## src/rtl/vedic_dot_acc.sv

```systemverilog
`default_nettype none
// ============================================================================
// vedic_dot_acc : valid/ready dot-product accumulator for 16-bit products.
// Macro VEDIC_ACC_SAT_EN clamps the sum on overflow instead of wrapping.
// Revision: 1.0
// ============================================================================
module vedic_dot_acc #(
  parameter int ACC_W   = 24,
  parameter int MAX_LEN = 16,
  localparam int CNT_W  = $clog2(MAX_LEN + 1)
) (
  input  logic             clk,
  input  logic             rst_n,
  input  logic             clr,
  input  logic             in_valid,
  output logic             in_ready,
  input  logic [15:0]      in_prod,
  input  logic             in_last,
  output logic             out_valid,
  input  logic             out_ready,
  output logic [ACC_W-1:0] out_acc,
  output logic [CNT_W-1:0] out_count,
  output logic             out_ovf
);

  localparam logic [1:0] S_IDLE = 2'd0;
  localparam logic [1:0] S_ACC  = 2'd1;
  localparam logic [1:0] S_HOLD = 2'd2;

  localparam logic [CNT_W-1:0] c_max_len = CNT_W'(MAX_LEN);
  localparam logic [CNT_W-1:0] c_one     = CNT_W'(1);

  logic [1:0]       r_state;
  logic [1:0]       w_state_nxt;
  logic [ACC_W-1:0] r_acc;
  logic [ACC_W-1:0] w_acc_nxt;
  logic [CNT_W-1:0] r_count;
  logic [CNT_W-1:0] w_count_nxt;
  logic             r_ovf;
  logic             w_ovf_nxt;
  logic             w_beat;
  logic [ACC_W:0]   w_sum;
  logic [CNT_W-1:0] w_cnt_inc;

  assign w_beat    = in_valid && in_ready;
  assign w_sum     = (ACC_W+1)'(r_acc) + (ACC_W+1)'(in_prod);
  assign w_cnt_inc = r_count + c_one;

  always_ff @(posedge clk or negedge rst_n) begin
    if (!rst_n) begin
      r_state <= S_IDLE;
    end else begin
      r_state <= w_state_nxt;
    end
  end

  always_comb begin
    w_state_nxt = r_state;
    case (r_state)
      S_IDLE: if (w_beat) w_state_nxt = (in_last || (MAX_LEN == 1)) ? S_HOLD : S_ACC;
      S_ACC:  if (w_beat) w_state_nxt = (in_last || (w_cnt_inc == c_max_len)) ? S_HOLD : S_ACC;
      S_HOLD: if (out_ready) w_state_nxt = S_IDLE;
      default: w_state_nxt = S_IDLE;
    endcase
    // Abort wins over any beat or result handshake in the same cycle.
    if (clr) w_state_nxt = S_IDLE;
  end

  always_comb begin
    in_ready  = (r_state != S_HOLD) && rst_n;
    out_valid = (r_state == S_HOLD);
  end

  always_comb begin
    w_acc_nxt   = r_acc;
    w_count_nxt = r_count;
    w_ovf_nxt   = r_ovf;
    if (clr) begin
      w_acc_nxt   = '0;
      w_count_nxt = '0;
      w_ovf_nxt   = 1'b0;
    end else begin
      case (r_state)
        S_IDLE: begin
          if (w_beat) begin
            w_acc_nxt   = ACC_W'(in_prod);
            w_count_nxt = c_one;
            w_ovf_nxt   = 1'b0;
          end
        end
        S_ACC: begin
          if (w_beat) begin
            w_count_nxt = w_cnt_inc;
            if (w_sum[ACC_W]) w_ovf_nxt = 1'b1;
`ifdef VEDIC_ACC_SAT_EN
            w_acc_nxt = (w_sum[ACC_W] || r_ovf) ? {ACC_W{1'b1}} : w_sum[ACC_W-1:0];
`else
            w_acc_nxt = w_sum[ACC_W-1:0];
`endif
          end
        end
        S_HOLD: begin
          if (out_ready) begin
            w_acc_nxt   = '0;
            w_count_nxt = '0;
            w_ovf_nxt   = 1'b0;
          end
        end
        default: begin
          w_acc_nxt   = '0;
          w_count_nxt = '0;
          w_ovf_nxt   = 1'b0;
        end
      endcase
    end
  end

  always_ff @(posedge clk or negedge rst_n) begin
    if (!rst_n) begin
      r_acc   <= '0;
      r_count <= '0;
      r_ovf   <= 1'b0;
    end else begin
      r_acc   <= w_acc_nxt;
      r_count <= w_count_nxt;
      r_ovf   <= w_ovf_nxt;
    end
  end

  assign out_acc   = r_acc;
  assign out_count = r_count;
  assign out_ovf   = r_ovf;

endmodule
`default_nettype wire

```

## config.mk

```make
export PLATFORM = sky130hd
export DESIGN_NAME = vedic_dot_acc
export DESIGN_NICKNAME = d
export VERILOG_FILES = /design/src/rtl/vedic_dot_acc.sv
export SDC_FILE = /design/constraint.sdc
export NUM_CORES = 1
export LEC_CHECK = 0
export ABC_CLOCK_PERIOD_IN_PS = 6100
export CAP_MARGIN = 0
export CORE_MARGIN = 2
export CORE_UTILIZATION = 55
export CTS_CLUSTER_DIAMETER = 60
export CTS_CLUSTER_SIZE = 30
export DETAILED_ROUTE_END_ITERATION = 8
export GPL_TIMING_DRIVEN = 0
export PLACE_DENSITY = 0.85
export RECOVER_POWER = 100
export SLEW_MARGIN = 30
export SYNTH_ARGS = -nofsm -noshare
export SYNTH_HDL_FRONTEND = slang
export SYNTH_SLANG_ARGS = --single-unit
```

## constraint.sdc

```tcl
create_clock -name clk -period 6.1 [get_ports clk]
set_input_delay 0.61 -clock clk [delete_from_list [all_inputs] [get_ports clk]]
set_output_delay 0.61 -clock clk [all_outputs]
set_load 0.02 [all_outputs]
```

==> flow_summary.yaml, run 1 <==
global_routing:
  first_global_vias: 2348
  grt_pass1_wl_mm: 11.0
  grt_start_max_net_pins: 21
  overflow: 0
  antenna_found_initial: 0
  grt_usage_pct: 27.0
timing:
  period_share_pct: 64.0
  fin_skew_ns: 0.00702
  fin_tns_setup_ns: 0
  finalHoldViolCount: 0
  slew_viol_final: 0
  tightest_slew_ns: 1.03
  fmax_ghz: 0.256
  fin_crit_ns: 3.90
  rsz0062_at_grt: "no"
  max_slew_margin_pct: 31.0
  setup_viol: 0
clock_tree:
  cts_hold_buf: 0
  cts.sinks: 32
  clk_latency_ns: 0.29
  numCtsBuffers: 5
  h-tree-depth: 2
  cts_buffer_depth: 2
  cts-root-buf: "clkbuf_8"
  cts_resized: 0
  clkTransAtPathRegs_ns: 0.07
  cts_setup_buffers: 0
  cts_tree: "built"
synth:
  ys_async_sr_fraction_pct: 100
  postSynthCellCount: 299
  synth_area_um2: 2490
  synth_edf_count: 0
  yosys_warnings: 0
  ys_types: 52
  syn-num-nets: 339
  seq_area_frac_synth_pct: 32.2
  ys_ff_latch: 32
  synthFlopType: "dfrtp_1"
  avgSynthCellArea_um2: 8.32
worst_setup_path:
  cp-endpoint: "out_acc[20]"
  crit_required_ns: 6.24
  reg2reg_depth: 9
  cp-end-kind: "flip-flop"
  critPathLaunch: "rst_n"
  crit_type: "input port to flip-flop"
  regToRegStartpoint: "out_acc[0]"
  worstPathMaxFanout: 20
  crit_arrival_ns: 4.05
  start_kind: "input port"
  r2r_end: "out_acc[20]"
  ff2ff_setup_slack_ns: 3.44
power_and_ir_drop:
  leakagePower_nw: 1.41
  ir_drop_mv: 0.226
  p_per_area_nw_per_um2: 233
floorplanning:
  core_um2: 4350
  rows: 24
  io_pins: 54
  die_height_um: 71.3
  die-area_um2: 5080
  start_util_pct: 57.1
  die_w_um: 71.3
detailed_routing:
  wirelength_mm: 6.54
  ant_nets: 0
  post_drt_via_cell_ratio: 6.23
  post-route-drc-count: 0
  drtPass1Iterations: 4
  routed.top_layer: "met4"
  dr_wl_met3_um: 376
  drt-met1-wl_mm: 2.92
  drt_iter0_drc: 159
  wl_met2_mm: 3.12
  routedWlPerCell_um: 15.8
  vias: 2571
status:
  outcome: "finished clean"
finish:
  fill_cells: 343
  stdcell_count: 413
  areaGrowthSynthToFinish_pct: 28.9
  layout-drive-gt1-share_pct: 5.54
  nets: 400
  diodes: 0
  design_area_um2: 3210
placed_design:
  port_buffers: 53
  dpl.cell_count: 405
  place_congestion: 0.869
  dpl.hpwl_mm: 4.84
  placed_cell_area_um2: 3110
worst_hold_path:
  hold_class: "input port to async pin"
flow_run:
  maxCapViolations: 0
## layout make-up
cell class	instances	area, um^2	share of cell area, %
buffer	11	71.3	2.22
clock buffer	7	96.3	3.00
clock inverter	1	30.0	0.936
inverter	9	33.8	1.05
multi-input combinational	247	1580	49.3
sequential	32	801	25.0
tap	52	65.1	2.03
timing repair buffer	54	528	16.5
## placed cells by master (no fill, tap or decap), types with 2 or more instances in the layout
master,synthesis,final
a21o_1,3,3
inv_1,9,9
a221oi_1,3,3
nand2b_1,7,7
xnor2_1,9,9
nand3_1,11,11
nor4_1,2,2
nand2_1,45,45
or4_1,3,3
a22oi_1,8,8
ha_1,17,17
nor2b_1,5,5
o31ai_1,6,6
a21oi_1,22,22
a211o_1,2,2
and3_1,3,3
mux2i_1,7,7
a211oi_1,5,5
o21ai_1,2,2
a31oi_1,3,3
o221ai_1,2,2
dfrtp_1,32,32
o21a_1,3,3
o21ai_0,25,25
clkbuf_8,0,7
nand4_1,4,4
o211ai_1,9,9
clkdlybuf4s50_1,0,20
buf_6,3,3
dlygate4sd3_1,0,32
buf_2,3,3
clkbuf_1,4,6
nor2_1,19,19
o21bai_1,2,2
## synth_stat cells (2+ instances only)
cell type / count / area share (%)
nand2_1: 45 / 6.8
dfrtp_1: 32 / 32
o21ai_0: 25 / 5.0
a21oi_1: 22 / 4.4
nor2_1: 19 / 2.9
ha_1: 17 / 8.6
nand3_1: 11 / 2.2
inv_1: 9 / 1.4
o211ai_1: 9 / 2.7
xnor2_1: 9 / 3.2
a22oi_1: 8 / 2.4
mux2i_1: 7 / 2.8
nand2b_1: 7 / 1.8
o31ai_1: 6 / 1.8
a211oi_1: 5 / 1.5
nor2b_1: 5 / 1.3
clkbuf_1: 4 / 0.60
nand4_1: 4 / 1.0
a21o_1: 3 / 0.91
a221oi_1: 3 / 1.1
a31oi_1: 3 / 0.75
and3_1: 3 / 0.75
buf_2: 3 / 0.60
buf_6: 3 / 1.4
o21a_1: 3 / 0.91
or4_1: 3 / 0.91
a211o_1: 2 / 0.70
nor4_1: 2 / 0.50
o21ai_1: 2 / 0.40
o21bai_1: 2 / 0.60
o221ai_1: 2 / 0.70
## worst max-delay path, stage by stage
cell      delay (ns)
clkbuf_1        0.62
clkbuf_1        0.84
nand2_1         0.22
o211ai_1        0.56
nand2_1         0.30
clkbuf_1        0.36
o41ai_1         0.53
## routing by layer
metal | GRT usage, % | vias up
li1 | - | 1241
met1 | 37.4 | 1222
met2 | 43.2 | 98
met3 | 4.50 | 10
met4 | 9.22 | 0
met5 | 0 | -
## stage by stage
stage | utilization, % | hold slack, ns | setup WS [ns] | power, mW
floorplan | - | 0.314 | 3.55 | 0.432
global placement | 70.8 | 0.480 | 1.82 | 0.518
detailed placement | 71.3 | 0.480 | 2.83 | 0.526
CTS | 74.2 | 0.248 | 3.07 | 0.757
global route | 73.6 | 0.455 | 1.73 | 0.791
finish | 73.6 | 0.392 | 2.20 | 0.748
## flip-flops by register name, indices dropped and copies added, names as in the netlist
register / cells
out_acc: 24
r_state: 2
out_count: 5
out_ovf: 1
## report_power, final
part           switching (mW)  internal, mW
Sequential             0.0153         0.229
Combinational           0.157         0.118
Clock                  0.0857         0.144
## logic make-up after synthesis
family                     share of synthesized area [%]
AOI/OAI and AO/OA                                   27.5
adders and majority gates                           9.36
and+or+nand+nor                                     20.8
DFF                                                 32.2
xor gates and xnor gates                            3.17
buffers and inverters                               4.22
muxes                                               2.82
## worst min path at each step
| stage | startpoint | cells after the start | end |
|---|---|---|---|
| 2_1_floorplan | rst_n | 0 | out_acc[0] |
| 4_1_cts | rst_n | 1 | out_acc[16] |
| 6_report | rst_n | 1 | out_acc[16] |
| 3_3_place_gp | out_ovf | 2 | out_ovf |
| 5_1_grt | rst_n | 1 | out_acc[16] |
| 3_5_place_dp | out_ovf | 2 | out_ovf |
No activity file was read; power rests on OpenSTA's default activity.
==> run 2, diff against run 1 <==
ABC_CLOCK_PERIOD_IN_PS = 3620   (was 6100)
CORE_UTILIZATION = 51   (was 55)
PLACE_DENSITY = 0.79   (was 0.85)
clock period = 3.62 ns   (was 6.1 ns; I/O delays follow)
==> run 2 against run 1 <==
Clock skew grew 0.0021 ns. Global-route usage shrank 1.4 points. Setup slack lost 1.6 ns. Final area grew 0.66%. Count of clock-buffer cells in the layout shrank 2. Worst hold slack gained 0.076 ns. Non-clock buffer count grew 1. Final cell count grew 3.9%. First-iteration DRC count grew 17%. Routed wire length grew 0.15%. Sequential cell count is the same. Power grew 65%.
==> flow_summary.yaml, run 2 (synthesis gave the netlist of run 1 again) <==
finish:
  final_core_util_pct: 68.3
  final_cell_mix: "nand2_1, dlygate4sd3_1, dfrtp_1"
  stdcell_count: 429
  nets: 401
  areaGrowthSynthToFinish_pct: 29.8
  diodes: 0
  design_area_um2: 3230
  fill_cells: 413
  largest_reg_flops: 24
  final_common_cell: "nand2_1"
  layout-drive-gt1-share_pct: 5.52
clock_tree:
  cts_hold_buf: 1
  cts_resized: 0
  h-tree-depth: 2
  clkTransAtPathRegs_ns: 0.08
  cts_buffer_depth: 2
  numCtsBuffers: 5
  clk_latency_ns: 0.29
  cts_tree: "built"
  cts.sinks: 32
  cts-root-buf: "clkbuf_8"
  cts_setup_buffers: 0
timing:
  finalHoldViolCount: 0
  fin_tns_setup_ns: 0
  setup_ws_ns: 0.623
  tightest_slew_ns: 0.720
  slew_viol_final: 0
  max_slew_margin_pct: 51.8
  period_share_pct: 82.8
  rsz0062_at_grt: "no"
  hold_slack_ns: 0.468
  setup_viol: 0
  fmax_ghz: 0.334
  fin_skew_ns: 0.00912
  fin_crit_ns: 3.00
floorplanning:
  io_pins: 54
  core_um2: 4720
  rows: 25
  die-area_um2: 5450
  start_util_pct: 52.7
  die_height_um: 73.8
  die_w_um: 73.8
detailed_routing:
  drt_iter0_drc: 186
  post-route-drc-count: 0
  ant_nets: 0
  wirelength_mm: 6.55
  post_drt_via_cell_ratio: 5.98
  drtPass1Iterations: 5
  routedWlPerCell_um: 15.3
  vias: 2566
power_and_ir_drop:
  p_seq_share_pct: 33.2
  power_frac_clock_pct: 29.1
  leakagePower_nw: 1.41
  ir_drop_mv: 0.248
  combPwrFrac_pct: 37.7
  p_sw_mw: 0.448
  p_per_area_nw_per_um2: 383
  finalPower_mw: 1.24
  p_sw_share_pct: 36.2
  power.internal_mw: 0.787
worst_setup_path:
  crit_top_cell: "nand2_1"
  ff2ff_setup_slack_ns: 0.96
  worstPathMaxFanout: 25
  reg2reg_depth: 9
  r2r_end: "out_acc[18]"
  cpMaxStageDelayCell: "nor2_1"
  slowest_delay_ns: 0.62
  regToRegStartpoint: "out_acc[0]"
  crit_required_ns: 3.84
  crit_path_cell_trace: "dlygate4sd3_1 > buf_2 > buf_12 > nand2_1 > o211ai_1 > nand2_1 > nor2_1 > a221oi_1 > a21oi_1"
  crit_arrival_ns: 3.22
  start_kind: "input port"
  cp-end-kind: "flip-flop"
  crit_type: "input port to flip-flop"
placed_design:
  place_congestion: 0.859
  dp_slack_ns: 0.609
  placed_cell_area_um2: 3120
  dpl.cell_count: 420
  dpl.hpwl_mm: 4.73
  port_buffers: 53
global_routing:
  first_global_vias: 2358
  grt_start_max_net_pins: 26
  antenna_found_initial: 0
  grt_usage_pct: 25.6
  overflow: 0
  grt_pass1_wl_mm: 10.9
flow_run:
  maxCapViolations: 0
status:
  outcome: "finished clean"
worst_hold_path:
  hold_class: "input port to async pin"
[run 2: power groups by stage]
stage / logic, mW / clock network [mW] / registers [mW]
2_1_floorplan: 0.283 / 0 / 0.446
3_3_place_gp: 0.457 / 0 / 0.416
3_5_place_dp: 0.469 / 0 / 0.417
4_1_cts: 0.474 / 0.363 / 0.410
5_1_grt: 0.511 / 0.373 / 0.414
6_report: 0.466 / 0.360 / 0.409
[run 2: worst max-delay path, delay by kind of cell]
family	cells	cell delay, ns
and+or+nand+nor	3	1.00
buffers and inverters	3	1.01
AOI/OAI and AO/OA	3	0.82
[run 2: worst max path at each step]
stage                        endpoint       start  depth (start not counted)
after detailed placement  out_acc[18]  in_prod[0]                         10
after global placement    out_acc[12]       rst_n                          7
final                     out_acc[12]       rst_n                          9
after floorplan           out_acc[18]  out_acc[0]                          9
after global routing      out_acc[12]       rst_n                          9
after CTS                 out_acc[12]       rst_n                          9
[run 2: cell type report]
cell class | count | area [um^2] | area share, %
repair buffers | 55 | 556 | 17.2
plain buffers | 11 | 70.1 | 2.17
inverters | 9 | 33.8 | 1.05
clock inverters | 3 | 42.5 | 1.32
flip-flops and latches | 32 | 801 | 24.8
clock buffers | 5 | 68.8 | 2.13
multi-input cells | 247 | 1570 | 48.7
well taps | 67 | 83.8 | 2.60
[run 2: routing by layer]
layer  share of wire [%]  track usage [%]
met5                   0                0
met2                  48             41.7
met4                0.75             6.87
met1                  46             35.3
met3                 6.1             4.25
==> run 3, diff against run 2 <==
ABC_CLOCK_PERIOD_IN_PS = 2500   (was 3620)
CORE_UTILIZATION = 46   (was 51)
PLACE_DENSITY = 0.75   (was 0.79)
clock period = 2.5 ns   (was 3.62 ns; I/O delays follow)
==> run 3 against run 2 <==
Critical path depth up 1. Via count up 2.4%. Register-to-register slack worse by 0.87 ns. Worst hold slack better by 0.029 ns. Clock power up 54%. Clock skew down 0.0017 ns. Sequential share of layout area down 0.73 points. Non-clock buffer count up 1. Sequential power up 45%. Count of clock-buffer cells in the layout up 2. Power up 51%. Global-route usage down 1.1 points. Critical endpoint is now out_acc[18].
==> flow_summary.yaml, run 3 (synthesis gave the netlist of run 1 again) <==
status:
  outcome: "finished clean"
finish:
  final_common_cell: "nand2_1"
  areaGrowthSynthToFinish_pct: 33.7
  final_core_util_pct: 64.3
  final_cell_mix: "nand2_1, dfrtp_1, clkdlybuf4s50_1"
  nets: 403
  fill_cells: 438
  diodes: 0
  layout-drive-gt1-share_pct: 8.52
  largest_reg_flops: 24
  stdcell_count: 434
power_and_ir_drop:
  finalPower_mw: 1.87
  ir_drop_mv: 0.380
  p_per_area_nw_per_um2: 562
  leakagePower_nw: 1.42
worst_setup_path:
  slowest_delay_ns: 0.50
  crit_required_ns: 2.72
  crit_type: "input port to flip-flop"
  cp_top_family: "simple AND/OR/NAND/NOR gates"
  cpMaxStageDelayCell: "or4_1"
  ff2ff_setup_slack_ns: 0.09
  crit_buf_inv: 2
  regToRegStartpoint: "out_acc[12]"
  start_kind: "input port"
  crit_arrival_ns: 2.65
  crit_path_cell_trace: "clkdlybuf4s50_1 > ha_1 > inv_1 > fa_2 > nand2b_4 > a21oi_4 > o21ai_2 > a31o_4 > or4_1 > nand3_1"
  critPathLaunch: "in_prod[0]"
  worstPathMaxFanout: 5
  cp-end-kind: "flip-flop"
timing:
  fin_crit_ns: 2.43
  hold_slack_ns: 0.497
  period_share_pct: 97.1
  slew_viol_final: 0
  fin_skew_ns: 0.00739
  fmax_ghz: 0.412
  finalHoldViolCount: 0
  setup_viol: 0
  tightest_slew_ns: 1.10
  max_slew_margin_pct: 26.4
  rsz0062_at_grt: "yes"
detailed_routing:
  post-route-drc-count: 0
  wirelength_mm: 7.17
  routedWlPerCell_um: 16.5
  drt_iter0_drc: 255
  post_drt_via_cell_ratio: 6.05
  ant_nets: 0
  vias: 2627
  drtPass1Iterations: 5
floorplanning:
  io_pins: 54
  die-area_um2: 6010
  die_w_um: 77.5
  die_height_um: 77.5
  start_util_pct: 48.1
  core_um2: 5170
  rows: 26
placed_design:
  place_congestion: 0.857
  port_buffers: 53
  dpl.cell_count: 423
  dpl.hpwl_mm: 4.92
worst_hold_path:
  hold_class: "flip-flop to flip-flop"
  hold_start: "out_ovf"
clock_tree:
  cts-root-buf: "clkbuf_8"
  cts_tree: "built"
  h-tree-depth: 2
  cts_buffer_depth: 2
  numCtsBuffers: 5
  clk_latency_ns: 0.28
  clkTransAtPathRegs_ns: 0.07
  cts.sinks: 32
  cts_setup_buffers: 0
global_routing:
  first_global_vias: 2469
  grt_start_max_net_pins: 21
  grt_usage_pct: 24.6
  grt_busiest_layer: "met2"
  grt_pass1_wl_mm: 11.8
  overflow: 0
  use_met1_pct: 33.3
  use_met3_pct: 4.65
  antenna_found_initial: 0
  grtUsageMet2_pct: 39.7
flow_run:
  maxCapViolations: 0
run 3: layout make-up:
| class | instances | area, um^2 | area share, % |
|---|---|---|---|
| multi-input combinational | 248 | 1640 | 49.3 |
| sequential | 32 | 801 | 24.1 |
| timing repair buffer | 56 | 566 | 17.0 |
| clock buffer | 7 | 96.3 | 2.90 |
| tap | 70 | 87.6 | 2.63 |
| buffer | 11 | 71.3 | 2.14 |
| inverter | 9 | 33.8 | 1.02 |
| clock inverter | 1 | 30.0 | 0.903 |
run 3: report_power, final:
part / internal (mW) / switching, mW
Clock: 0.352 / 0.204
Combinational: 0.303 / 0.417
Sequential: 0.558 / 0.0354
run 3: tightest hold or removal path, stage by stage (launching register included):
cell and delay, ns:
dfrtp_1 0.35, nand2_1 0.05, o31ai_1 0.06
run 3: worst paths after layout:
kind / to / depth (start not counted)
setup / recovery: out_acc[18] / 10
hold / removal: out_ovf / 2
setup reg to reg: out_acc[18] / 8
hold reg to reg: out_ovf / 2
max in group asynchronous: out_acc[2] / 3
min in group asynchronous: out_acc[7] / 3
run 3: stage by stage:
stage	setup slack (ns)	instance area, um^2	TNS [ns]
finish	0.0731	3330	0
detailed placement	-0.379	3130	-2.93
global placement	-1.46	3110	-34.87
floorplan	0.0532	2490	0
global route	-0.000711	3330	-0.000711
CTS	0.0211	3310	0
run 3: metal layers:
layer / up-vias / wire length (um)
li1: 1249 / -
met1: 1246 / 3090
met2: 126 / 3520
met3: 6 / 488
met4: 0 / 65
met5: - / 0
run 3: timing repair:
| action | 4_1_cts | 5_1_grt |
|---|---|---|
| hold buffers | 2 | 0 |
| resized for setup | 4 | 8 |
| endpoints found under the hold margin | 12 | 0 |
| gates cloned | 1 | 0 |
| pin swaps | 3 | 0 |
| endpoints found under the setup margin | 6 | 18 |
